==> src/rtl/keypad_code_entry.sv <==
// Keypad code entry: collects DIGITS key digits, submits the code to the lock with a start
// pulse and latches the verdict. Define ENTRY_TIMEOUT_EN to build the inter-key timeout.
module keypad_code_entry #(
  parameter int unsigned DIGITS  = 4,
  parameter int unsigned TIMEOUT = 1000,
  parameter int unsigned TO_W    = 10
) (
  input  logic                  clk,
  input  logic                  rst_n,
  input  logic                  key_valid,
  input  logic [3:0]            key_code,
  output logic                  key_ready,
  output logic [4*DIGITS-1:0]   code_out,
  output logic                  start,
  input  logic                  lock_done,
  input  logic                  lock_unlock,
  input  logic                  lock_alarm,
  output logic [2:0]            digit_cnt,
  output logic                  short_err,
  output logic                  unlocked,
  output logic                  lockout
);

  localparam int unsigned CodeW = 4 * DIGITS;

  if ((DIGITS < 1) || (DIGITS > 7) || (TIMEOUT < 2) || ((64'd1 << TO_W) <= 64'(TIMEOUT)))
  begin : g_bad_cfg
    $error("keypad_code_entry: illegal DIGITS/TIMEOUT/TO_W combination");
  end

  typedef enum logic [2:0] {
    StIdle,
    StCollect,
    StSubmit,
    StWait,
    StLocked
  } state_e;

  state_e             state_q;
  logic [CodeW-1:0]   code_q;
  logic [2:0]         cnt_q;
  logic               start_q;
  logic               short_err_q;
  logic               unlocked_q;
  logic               lockout_q;

  logic               key_acc;
  logic               is_digit;
  logic               is_clear;
  logic               is_enter;
  logic               cnt_full;
  logic               timeout_hit;

  assign key_ready = (state_q == StIdle) || (state_q == StCollect);
  assign key_acc   = key_valid && key_ready;
  assign is_digit  = (key_code <= 4'd9);
  assign is_clear  = (key_code == 4'hA);
  assign is_enter  = (key_code == 4'hB);
  assign cnt_full  = (cnt_q == 3'(DIGITS));

`ifdef ENTRY_TIMEOUT_EN
  logic [TO_W-1:0] timer_q;
  // An accepted key in the expiry cycle takes priority over the timeout.
  assign timeout_hit = (state_q == StCollect) && !key_acc &&
                       (timer_q == TO_W'(TIMEOUT - 1));
`else
  assign timeout_hit = 1'b0;
`endif

  always_ff @(posedge clk) begin
    if (!rst_n) begin
      state_q     <= StIdle;
      code_q      <= '0;
      cnt_q       <= '0;
      start_q     <= 1'b0;
      short_err_q <= 1'b0;
      unlocked_q  <= 1'b0;
      lockout_q   <= 1'b0;
`ifdef ENTRY_TIMEOUT_EN
      timer_q     <= '0;
`endif
    end else begin
      start_q     <= 1'b0;
      short_err_q <= 1'b0;
      if (key_acc && is_digit) begin
        unlocked_q <= 1'b0;
      end
`ifdef ENTRY_TIMEOUT_EN
      if ((state_q == StCollect) && !key_acc && !timeout_hit) begin
        timer_q <= timer_q + 1'b1;
      end else begin
        timer_q <= '0;
      end
`endif
      unique case (state_q)
        StIdle: begin
          if (key_acc && is_digit) begin
            code_q  <= CodeW'(key_code);
            cnt_q   <= 3'd1;
            state_q <= StCollect;
          end
        end
        StCollect: begin
          if (key_acc) begin
            if (is_digit) begin
              if (!cnt_full) begin
                code_q <= (code_q << 4) | CodeW'(key_code);
                cnt_q  <= cnt_q + 3'd1;
              end
            end else if (is_clear) begin
              code_q  <= '0;
              cnt_q   <= '0;
              state_q <= StIdle;
            end else if (is_enter) begin
              if (cnt_full) begin
                start_q <= 1'b1;
                state_q <= StSubmit;
              end else begin
                short_err_q <= 1'b1;
                code_q      <= '0;
                cnt_q       <= '0;
                state_q     <= StIdle;
              end
            end
          end else if (timeout_hit) begin
            code_q  <= '0;
            cnt_q   <= '0;
            state_q <= StIdle;
          end
        end
        StSubmit: begin
          state_q <= StWait;
        end
        StWait: begin
          if (lock_done) begin
            if (lock_alarm) begin
              lockout_q <= 1'b1;
              state_q   <= StLocked;
            end else begin
              if (lock_unlock) begin
                unlocked_q <= 1'b1;
              end
              code_q  <= '0;
              cnt_q   <= '0;
              state_q <= StIdle;
            end
          end
        end
        StLocked: begin
          state_q <= StLocked;
        end
        default: begin
          state_q <= StIdle;
        end
      endcase
    end
  end

  assign code_out  = code_q;
  assign digit_cnt = cnt_q;
  assign start     = start_q;
  assign short_err = short_err_q;
  assign unlocked  = unlocked_q;
  assign lockout   = lockout_q;

endmodule
==> config.mk <==
export PLATFORM = sky130hd
export DESIGN_NAME = keypad_code_entry
export DESIGN_NICKNAME = d
export VERILOG_FILES = /design/src/rtl/keypad_code_entry.sv
export SDC_FILE = /design/constraint.sdc
export NUM_CORES = 1
export LEC_CHECK = 0
export CORE_UTILIZATION = 47
export CTS_BUF_LIST = sky130_fd_sc_hd__clkbuf_4 sky130_fd_sc_hd__clkbuf_8 sky130_fd_sc_hd__clkbuf_16
export DETAILED_ROUTE_END_ITERATION = 10
export MAX_ROUTING_LAYER = met4
export PLACE_DENSITY = 0.86
export SLEW_MARGIN = 10
export SYNTH_ARGS = -nofsm -noshare
export SYNTH_HDL_FRONTEND = slang
export SYNTH_SLANG_ARGS = --single-unit
==> constraint.sdc <==
create_clock -name clk -period 1.67 [get_ports clk]
set_input_delay 0.167 -clock clk [delete_from_list [all_inputs] [get_ports clk]]
set_output_delay 0.167 -clock clk [all_outputs]
set_load 0.01 [all_outputs]
==> reports/qor.yml, run 1 <==
outcome: "finished clean"
synth_area_mm2: 0.00130
crit_path_max_fanout: 5
setup_violations: 0
cts_hold_buf: 0
synthArstFlopShare: 0
vias: 1277
drc: 0
crit_type: "reg -> reg"
syn_avg_cell_area_um2: 8.89
dp_hpwl_mm: 2.27
synthesis.nets: 158
clk_pin_slew_worst_paths_ns: 0.13
cts_tree: "built"
area_delta_synth_final_pct: 45.3
ys_seq_elements: 26
die_x_um: 54.5
gp_congestion: 0.899
total_power_uw: 1350
drt_iter0_drc: 22
rr_endpoint: "code_out[6]"
top_layer_used: "met4"
timing.rr.start: "digit_cnt[0]"
worstSetupStartpointType: "flip-flop"
synth_edf_count: 0
yosysSeqAreaShare: 0.401
clock_latency_ns: 0.35
dr.pass1.iters: 4
root_buffer: "clkbuf_4"
drt-met1-wl_mm: 1.44
nNetsFinal: 205
tightest_slew_ns: 0.353
hp-class: "reg -> reg"
netlist_top_cells_area: "dfxtp_1 (40%), mux2i_1 (14%), nand2_1 (7.5%)"
fin_ws_ns: 0.0347
synthCells: 146
layout_commonest_cell: "clkdlybuf4s50_1"
leakage_uw: 0.000760
hold_viol_final: 0
synth_top_cell_area_share: 0.401
drt_wl_total_mm: 3.50
drv_cap: 0
clock_skew_ns: 0.0149
gr-usage-all-layers: 0.262
antenna-diode-count: 0
start_util: 0.510
endpoint_kind: "flip-flop"
slew_headroom: 0.764
synth_top_area_cell: "dfxtp_1"
drv_slew: 0
max_freq_mhz: 612
crit_required_ns: 1.94
whs_path_depth: 2
setup.worst_path.start: "digit_cnt[0]"
postRouteAntennaNets: 0
fp.dieH_um: 54.5
rows: 18
fin_crit_sh: 0.979
place_ws_ns: -0.0844
htree_num_levels: 1
wl_met2_mm: 1.76
grt_overflow: 0
dp.cells: 210
met3_length_um: 223
ys.flop_type: "dfxtp_1"
grt_max_degree: 27
drive_gt1_frac: 0.188
grt_pass1_vias: 1131
powerDensity_mw_per_mm2: 718
synth_cell_types: 34
num_io_pins: 34
antenna_found_initial: 0
die_area_mm2: 0.00297
core_mm2: 0.00254
reg2regPathDepth: 8
numCtsBuffers: 3
yosysWarnings: 0
final_cells: 222
portBuffers: 33
layout_common_cells: "clkdlybuf4s50_1 (32), nand2_1 (25), dfxtp_1 (24)"
worstSetupEndpoint: "code_out[6]"
rsz0062_at_grt: "true"
routedWlPerCell_um: 15.8
ir_drop_uv: 660
cts.sinks: 26
clockBufferDepth: 2
grt_pass1_wl_mm: 5.26
r2r_setup_slack_ns: 0.03
arrival_ns: 1.91
vias_per_cell: 5.75
period_minus_slack_ns: 1.64
sequential cells by signal (all words and copies together), names as in the netlist:
signal and cells:
state_q 3, digit_cnt 3, short_err 1, code_out 16, unlocked 1, lockout 1, start 1
synthesized netlist by cell type (3+ instances only):
| library cell | count |
|---|---|
| mux2i_1 | 18 |
| nor2_1 | 5 |
| nand3_1 | 17 |
| nand2_1 | 26 |
| buf_2 | 3 |
| dfxtp_1 | 26 |
| a21boi_0 | 4 |
| inv_1 | 4 |
| o21ai_0 | 4 |
| clkbuf_1 | 6 |
worst max-delay path, cell delays in order, from the launching register on:
cell and delay, ns:
dfxtp_1 0.35, inv_2 0.07, ha_4 0.16, nand2_4 0.05, a21o_1 0.20, o311ai_4 0.23, buf_6 0.19, buf_12 0.13
mux2i_1 0.19
through the flow:
step	utilization	cell area [um2]	hold WS (ns)	TNS, ns
after global routing	0.741	1890	0.497	-0.299
final	0.741	1890	0.467	0
after floorplan	-	1300	0.306	0
after global placement	0.670	1710	0.445	-0.215
after detailed placement	0.670	1710	0.461	-1.05
after CTS	0.733	1870	0.479	-0.00698
how the worst min path moves through the flow:
stage / start / endpoint / slack (ns)
2_1_floorplan: key_code[1] / code_out[1] / 0.31
3_3_place_gp: lockout / lockout / 0.45
3_5_place_dp: lockout / lockout / 0.46
4_1_cts: lockout / lockout / 0.48
5_1_grt: code_out[12] / code_out[12] / 0.50
6_report: lockout / lockout / 0.47
cell families after synthesis:
kind of cell               synth area share
DFF                                   0.401
AOI/OAI and AO/OA                     0.111
buffers and inverters                0.0733
and+or+nand+nor                       0.257
muxes                                 0.139
adders and majority gates            0.0193
metal layers:
layer / up-vias / global-route usage
met2: 55 / 0.423
met3: 8 / 0.0444
met4: 0 / 0.111
li1: 602 / -
met5: - / -
met1: 612 / 0.318
timing repair:
action                     in CTS  in global routing
pin swaps                       2                  2
buffers inserted                4                  2
cloned                          2                  0
setup endpoints to repair       9                 19
gates resized for setup        12                  1
final cells by class:
type | instances | area, um2
Timing Repair Buffer | 54 | 543
Inverter | 4 | 15.0
Fill cell | 165 | 659
Sequential cell | 26 | 526
Clock inverter | 1 | 30.0
Clock buffer | 3 | 22.5
Multi-Input combinational cell | 104 | 712
Tap cell | 30 | 37.5
power breakdown:
part           switching, uW  leakage [uW]  total, uW  internal (uW)
Clock                    202     0.0000279        446            243
Sequential              10.4      0.000212        642            632
Combinational            122      0.000521        266            144
Power figures use the tool's default switching activity.
==> run 2: changes to the inputs <==
--- a/config.mk
+++ b/config.mk
@@ -5,11 +5,11 @@
 export SDC_FILE = /design/constraint.sdc
 export NUM_CORES = 1
 export LEC_CHECK = 0
-export CORE_UTILIZATION = 47
+export CORE_UTILIZATION = 51
 export CTS_BUF_LIST = sky130_fd_sc_hd__clkbuf_4 sky130_fd_sc_hd__clkbuf_8 sky130_fd_sc_hd__clkbuf_16
 export DETAILED_ROUTE_END_ITERATION = 10
 export MAX_ROUTING_LAYER = met4
-export PLACE_DENSITY = 0.86
+export PLACE_DENSITY = 0.91
 export SLEW_MARGIN = 10
 export SYNTH_ARGS = -nofsm -noshare
 export SYNTH_HDL_FRONTEND = slang
==> constraint.sdc (replaced) <==
create_clock -name clk -period 1.9 [get_ports clk]
set_input_delay 0.19 -clock clk [delete_from_list [all_inputs] [get_ports clk]]
set_output_delay 0.19 -clock clk [all_outputs]
set_load 0.01 [all_outputs]
==> run 2 against run 1 <==
Effect of this change: flip-flop and latch count stayed put; clock power is 47% lower; sequential power is 11% lower; first-iteration DRC count is 130% higher; setup slack better by 0.11 ns; cell area is 10% lower; largest power group unchanged.
==> reports/qor.yml, run 2 (synthesis results as in run 1) <==
drv_slew: 0  # unchanged
clockBufferDepth: 2  # unchanged
largest_reg_flops: 16  # unchanged
num_io_pins: 34  # unchanged
routedWlPerCell_um: 14.3  # -9.0%
clock_skew_ns: 0.00278  # -0.0121 ns
gr-usage-all-layers: 0.249  # -0.0122
cts_hold_buf: 0  # unchanged
start_util: 0.565  # +0.0550
dr.pass1.iters: 4  # unchanged
die_x_um: 52.4  # -3.9%
max_stage_delay_ns: 0.48  # +0.13 ns
vias: 1189  # -6.9%
drc: 0  # unchanged
placed_area_mm2: 0.00167  # -2.2%
clk_pin_slew_worst_paths_ns: 0.14  # about the same
postRouteAntennaNets: 0  # unchanged
crit_type: "reg -> out"
leakage_uw: 0.000664  # -13%
portBuffers: 33  # unchanged
cp_num_buf_inv: 2  # -1
arrival_ns: 1.57  # -0.34 ns
antenna-diode-count: 0  # unchanged
cp_cell_sequence: "buf_4, nor2_1, clkdlybuf4s50_1"
area_delta_synth_final_pct: 30.3
gp_congestion: 0.911  # +1.3%
cts_tree: "built"
layout_common_cells: "clkdlybuf4s50_1 (33), nand2_1 (26), dfxtp_1 (26)"
cts_resized: 0  # -12
layout_commonest_cell: "clkdlybuf4s50_1"
nNetsFinal: 194  # -5.4%
antenna_found_initial: 0  # unchanged
fin_crit_sh: 0.925
outcome: "finished clean"
dp_hpwl_mm: 2.29  # +1.1%
grt_overflow: 0  # unchanged
numCtsBuffers: 3  # unchanged
drive_gt1_frac: 0.100  # -0.0875
fin_area_mm2: 0.00169  # -10%
whs_ns: 0.470  # +0.00256 ns
vias_per_cell: 5.72  # -0.62%
hp-class: "reg -> reg"
hold_viol_final: 0  # unchanged
critPathTopFamily: "buffers and inverters"
clock_latency_ns: 0.32  # -0.03 ns
tightest_slew_ns: 0.359  # +0.00612 ns
post_cts_buffers: 0  # -4
powerDensity_mw_per_mm2: 579  # -19%
crit_required_ns: 1.71  # -0.23 ns
fin_util: 0.736  # -0.00507
worstSetupStartpointType: "flip-flop"
core_mm2: 0.00230  # -9.7%
setup_violations: 0  # unchanged
drt_iter0_drc: 51  # +130%
drv_cap: 0  # unchanged
ir_drop_uv: 538  # -18%
slew_headroom: 0.759  # -0.00410
period_minus_slack_ns: 1.76
slowest_stage: "dfxtp_1"
htree_num_levels: 1  # unchanged
grt_max_degree: 22  # -19%
endpoint_kind: "output pin"
die_area_mm2: 0.00275  # -7.6%
root_buffer: "clkbuf_4"
fp.dieH_um: 52.4  # -3.9%
grt_pass1_wl_mm: 4.96  # -5.8%
crit_path_max_fanout: 11  # +6
grt_pass1_vias: 1131  # unchanged
drt_wl_total_mm: 2.98  # -15%
cts.sinks: 26  # unchanged
nFillCells: 177  # +7.3%
max_freq_mhz: 569
rsz0062_at_grt: "false"
rows: 17  # -1
-- run 2: final timing paths --
kind	from	end	slack [ns]	depth (start not counted)
worst min register to register	lockout	lockout	0.47	2
worst max-delay path	state_q[1]	key_ready	0.14	3
worst max register to register	digit_cnt[0]	code_out[9]	0.21	7
worst min-delay path	lockout	lockout	0.47	2
-- run 2: per-stage QoR --
stage	cells	TNS, ns	worst slack, ns	power, uW
after floorplan	146	0	0.299	684
after global placement	205	0	0.0814	747
after detailed placement	205	-0.00279	-0.00279	753
after CTS	208	0	0.154	978
after global routing	208	0	0.0558	1020
final	208	0	0.142	979
-- run 2: cell type report --
| class | instances | area (um2) | area share |
|---|---|---|---|
| clock buffer | 3 | 22.5 | 0.0133 |
| multi-input combinational | 104 | 692 | 0.409 |
| tap | 28 | 35.0 | 0.0207 |
| inverter | 4 | 15.0 | 0.00888 |
| sequential | 26 | 520 | 0.308 |
| timing repair buffer | 43 | 405 | 0.240 |
-- run 2: worst reg2reg max path: stages, from the launching register on --
cell	delay (ns)
dfxtp_1	0.37
inv_1	0.07
ha_1	0.18
nand2_1	0.09
a21o_1	0.20
o311ai_4	0.28
buf_4	0.23
mux2i_1	0.21
-- run 2: power by group --
| group | switching (uW) | total, uW | internal (uW) | leakage, uW |
|---|---|---|---|---|
| registers | 12.4 | 569 | 557 | 0.000210 |
| clock network | 161 | 235 | 74.3 | 0.0000138 |
| logic | 86.0 | 174 | 88.3 | 0.000440 |
-- run 2: routing by layer --
layer,share of wire,vias to the layer above,global-route usage,routed length (um)
li1,-,573,-,-
met1,0.42,560,0.294,1260
met2,0.52,48,0.449,1540
met3,0.046,8,0.0203,136
met4,0.017,0,0.0702,51
met5,0,-,-,0
==> run 3: changes to the inputs <==
--- a/config.mk
+++ b/config.mk
@@ -5,11 +5,12 @@
 export SDC_FILE = /design/constraint.sdc
 export NUM_CORES = 1
 export LEC_CHECK = 0
+export CORE_ASPECT_RATIO = 0.9
 export CORE_UTILIZATION = 51
 export CTS_BUF_LIST = sky130_fd_sc_hd__clkbuf_4 sky130_fd_sc_hd__clkbuf_8 sky130_fd_sc_hd__clkbuf_16
 export DETAILED_ROUTE_END_ITERATION = 10
 export MAX_ROUTING_LAYER = met4
-export PLACE_DENSITY = 0.91
+export PLACE_DENSITY = 0.87
 export SLEW_MARGIN = 10
 export SYNTH_ARGS = -nofsm -noshare
 export SYNTH_HDL_FRONTEND = slang
==> run 3 against run 2 <==
Effect of this change: critical path depth rose by 2; hold slack barely moved; core utilization fell by 0.34 points; fmax rose by 3.2%; clock skew fell by 0.0015 ns; die area barely moved; largest power group unchanged; highest routed layer unchanged.
==> reports/qor.yml, run 3 (synthesis results as in run 1) <==
outcome: "finished clean"
rows: 16  # -1
swShare: 0.260  # -0.00527
endpoint_kind: "flip-flop"
whs_ns: 0.470  # +0.000332 ns
fin_crit_sh: 0.896  # -0.0290
dr.pass1.iters: 4  # unchanged
cts_hold_buf: 0  # unchanged
drive_gt1_frac: 0.0795  # -0.0205
crit_type: "reg -> reg"
drv_cap: 0  # unchanged
hp-class: "reg -> reg"
max_freq_mhz: 587  # +3.2%
routedWlPerCell_um: 13.7  # -4.4%
dp_hpwl_mm: 2.03  # -11%
grt_pass1_wl_mm: 4.73  # -4.7%
post_cts_buffers: 0  # unchanged
grt_pass1_vias: 1078  # -4.7%
crit_path_max_fanout: 19  # +8
gr-usage-all-layers: 0.242  # -0.00772
core_mm2: 0.00228  # -0.65%
drt_iter0_drc: 22  # -57%
setup_violations: 0  # unchanged
antenna_found_initial: 0  # unchanged
slew_headroom: 0.745  # -0.0145
area_delta_synth_final_pct: 28.8
worstSetupStartpointType: "flip-flop"
cp_cell_sequence: "inv_1, a31oi_1, o311ai_4, buf_12, o221a_1"
cts_tree: "built"
die_area_mm2: 0.00275  # about the same
p_int_uw: 716  # -0.48%
clock_skew_ns: 0.00131  # -0.00147 ns
nNetsFinal: 190  # -2.1%
grt_max_degree: 43  # +95%
hold_viol_final: 0  # unchanged
ir_drop_uv: 565  # +4.9%
vias_per_cell: 5.57  # -2.6%
leakage_uw: 0.000651  # -2.0%
slowest_stage: "dfxtp_1"
rsz0062_at_grt: "false"
tns_ns: 0  # unchanged
drt_wl_total_mm: 2.78  # -6.7%
cts_resized: 0  # unchanged
layout_commonest_cell: "clkdlybuf4s50_1"
start_util: 0.569  # +0.00372
max_stage_delay_ns: 0.55  # +0.07 ns
largest_reg_flops: 16  # unchanged
fp.dieH_um: 49.9  # -4.9%
clock_latency_ns: 0.31  # about the same
p_comb_frac: 0.174  # -0.004
gp_congestion: 0.915  # +0.46%
layout_common_cells: "clkdlybuf4s50_1 (33), nand2_1 (26), dfxtp_1 (26)"
tightest_slew_ns: 0.383  # +0.0235 ns
clockPowerShare: 0.237  # -0.003
numCtsBuffers: 3  # unchanged
vias: 1130  # -5.0%
clk_pin_slew_worst_paths_ns: 0.13  # about the same
powerDensity_mw_per_mm2: 579  # about the same
crit_required_ns: 2.12  # +0.41 ns
portBuffers: 33  # unchanged
die_x_um: 55.2  # +5.2%
clockBufferDepth: 2  # unchanged
grt_overflow: 0  # unchanged
num_io_pins: 34  # unchanged
htree_num_levels: 1  # unchanged
arrival_ns: 1.93  # +0.36 ns
cts.sinks: 26  # unchanged
drc: 0  # unchanged
period_minus_slack_ns: 1.70  # -0.0551 ns
antenna-diode-count: 0  # unchanged
power.switching_uw: 251  # -3.2%
drv_slew: 0  # unchanged
postRouteAntennaNets: 0  # unchanged
root_buffer: "clkbuf_4"
power_frac_seq: 0.589  # +0.007
-- run 3: area by class of cell --
type,instances,area [um2]
Timing Repair Buffer,39,388
Sequential cell,26,520
Fill cell,176,611
Multi-Input combinational cell,104,692
Tap cell,27,33.8
Inverter,4,15.0
Clock buffer,3,22.5
-- run 3: final timing paths --
path / from / to / slack [ns] / cells after the start
worst max-delay path: state_q[1] / digit_cnt[2] / 0.20 / 5
worst min-delay path: lockout / lockout / 0.47 / 2
worst max register to register: state_q[1] / digit_cnt[2] / 0.20 / 5
worst min register to register: lockout / lockout / 0.47 / 2
-- run 3: per-stage QoR --
step	power [uW]	setup slack, ns	instance area, um2	std cells	util
floorplan	684	0.299	1300	146	-
global placement	744	0.154	1650	200	0.723
detailed placement	748	0.0699	1650	200	0.723
CTS	969	0.193	1670	203	0.732
global route	1010	0.0690	1670	203	0.732
finish	967	0.197	1670	203	0.732
-- run 3: critical path, delay by kind of cell (launching register included) --
family	cells	cell delay, ns
flip-flops	1	0.55
AO/OA/AOI/OAI	3	0.73
buffers and inverters	2	0.33
-- run 3: per-layer routing --
layer	up-vias	wire, um	GRT usage
li1	567	-	-
met1	526	1260	0.298
met2	31	1370	0.396
met3	6	107	0.0648
met4	0	41	0.0375
met5	-	0	-
-- run 3: power by group through the flow --
stage / Combinational, uW / Sequential, uW / Clock [uW]
after floorplan: 103 / 581 / 0
after global placement: 163 / 581 / 0
after detailed placement: 167 / 581 / 0
after CTS: 168 / 569 / 233
after global routing: 182 / 572 / 256
final: 168 / 569 / 230
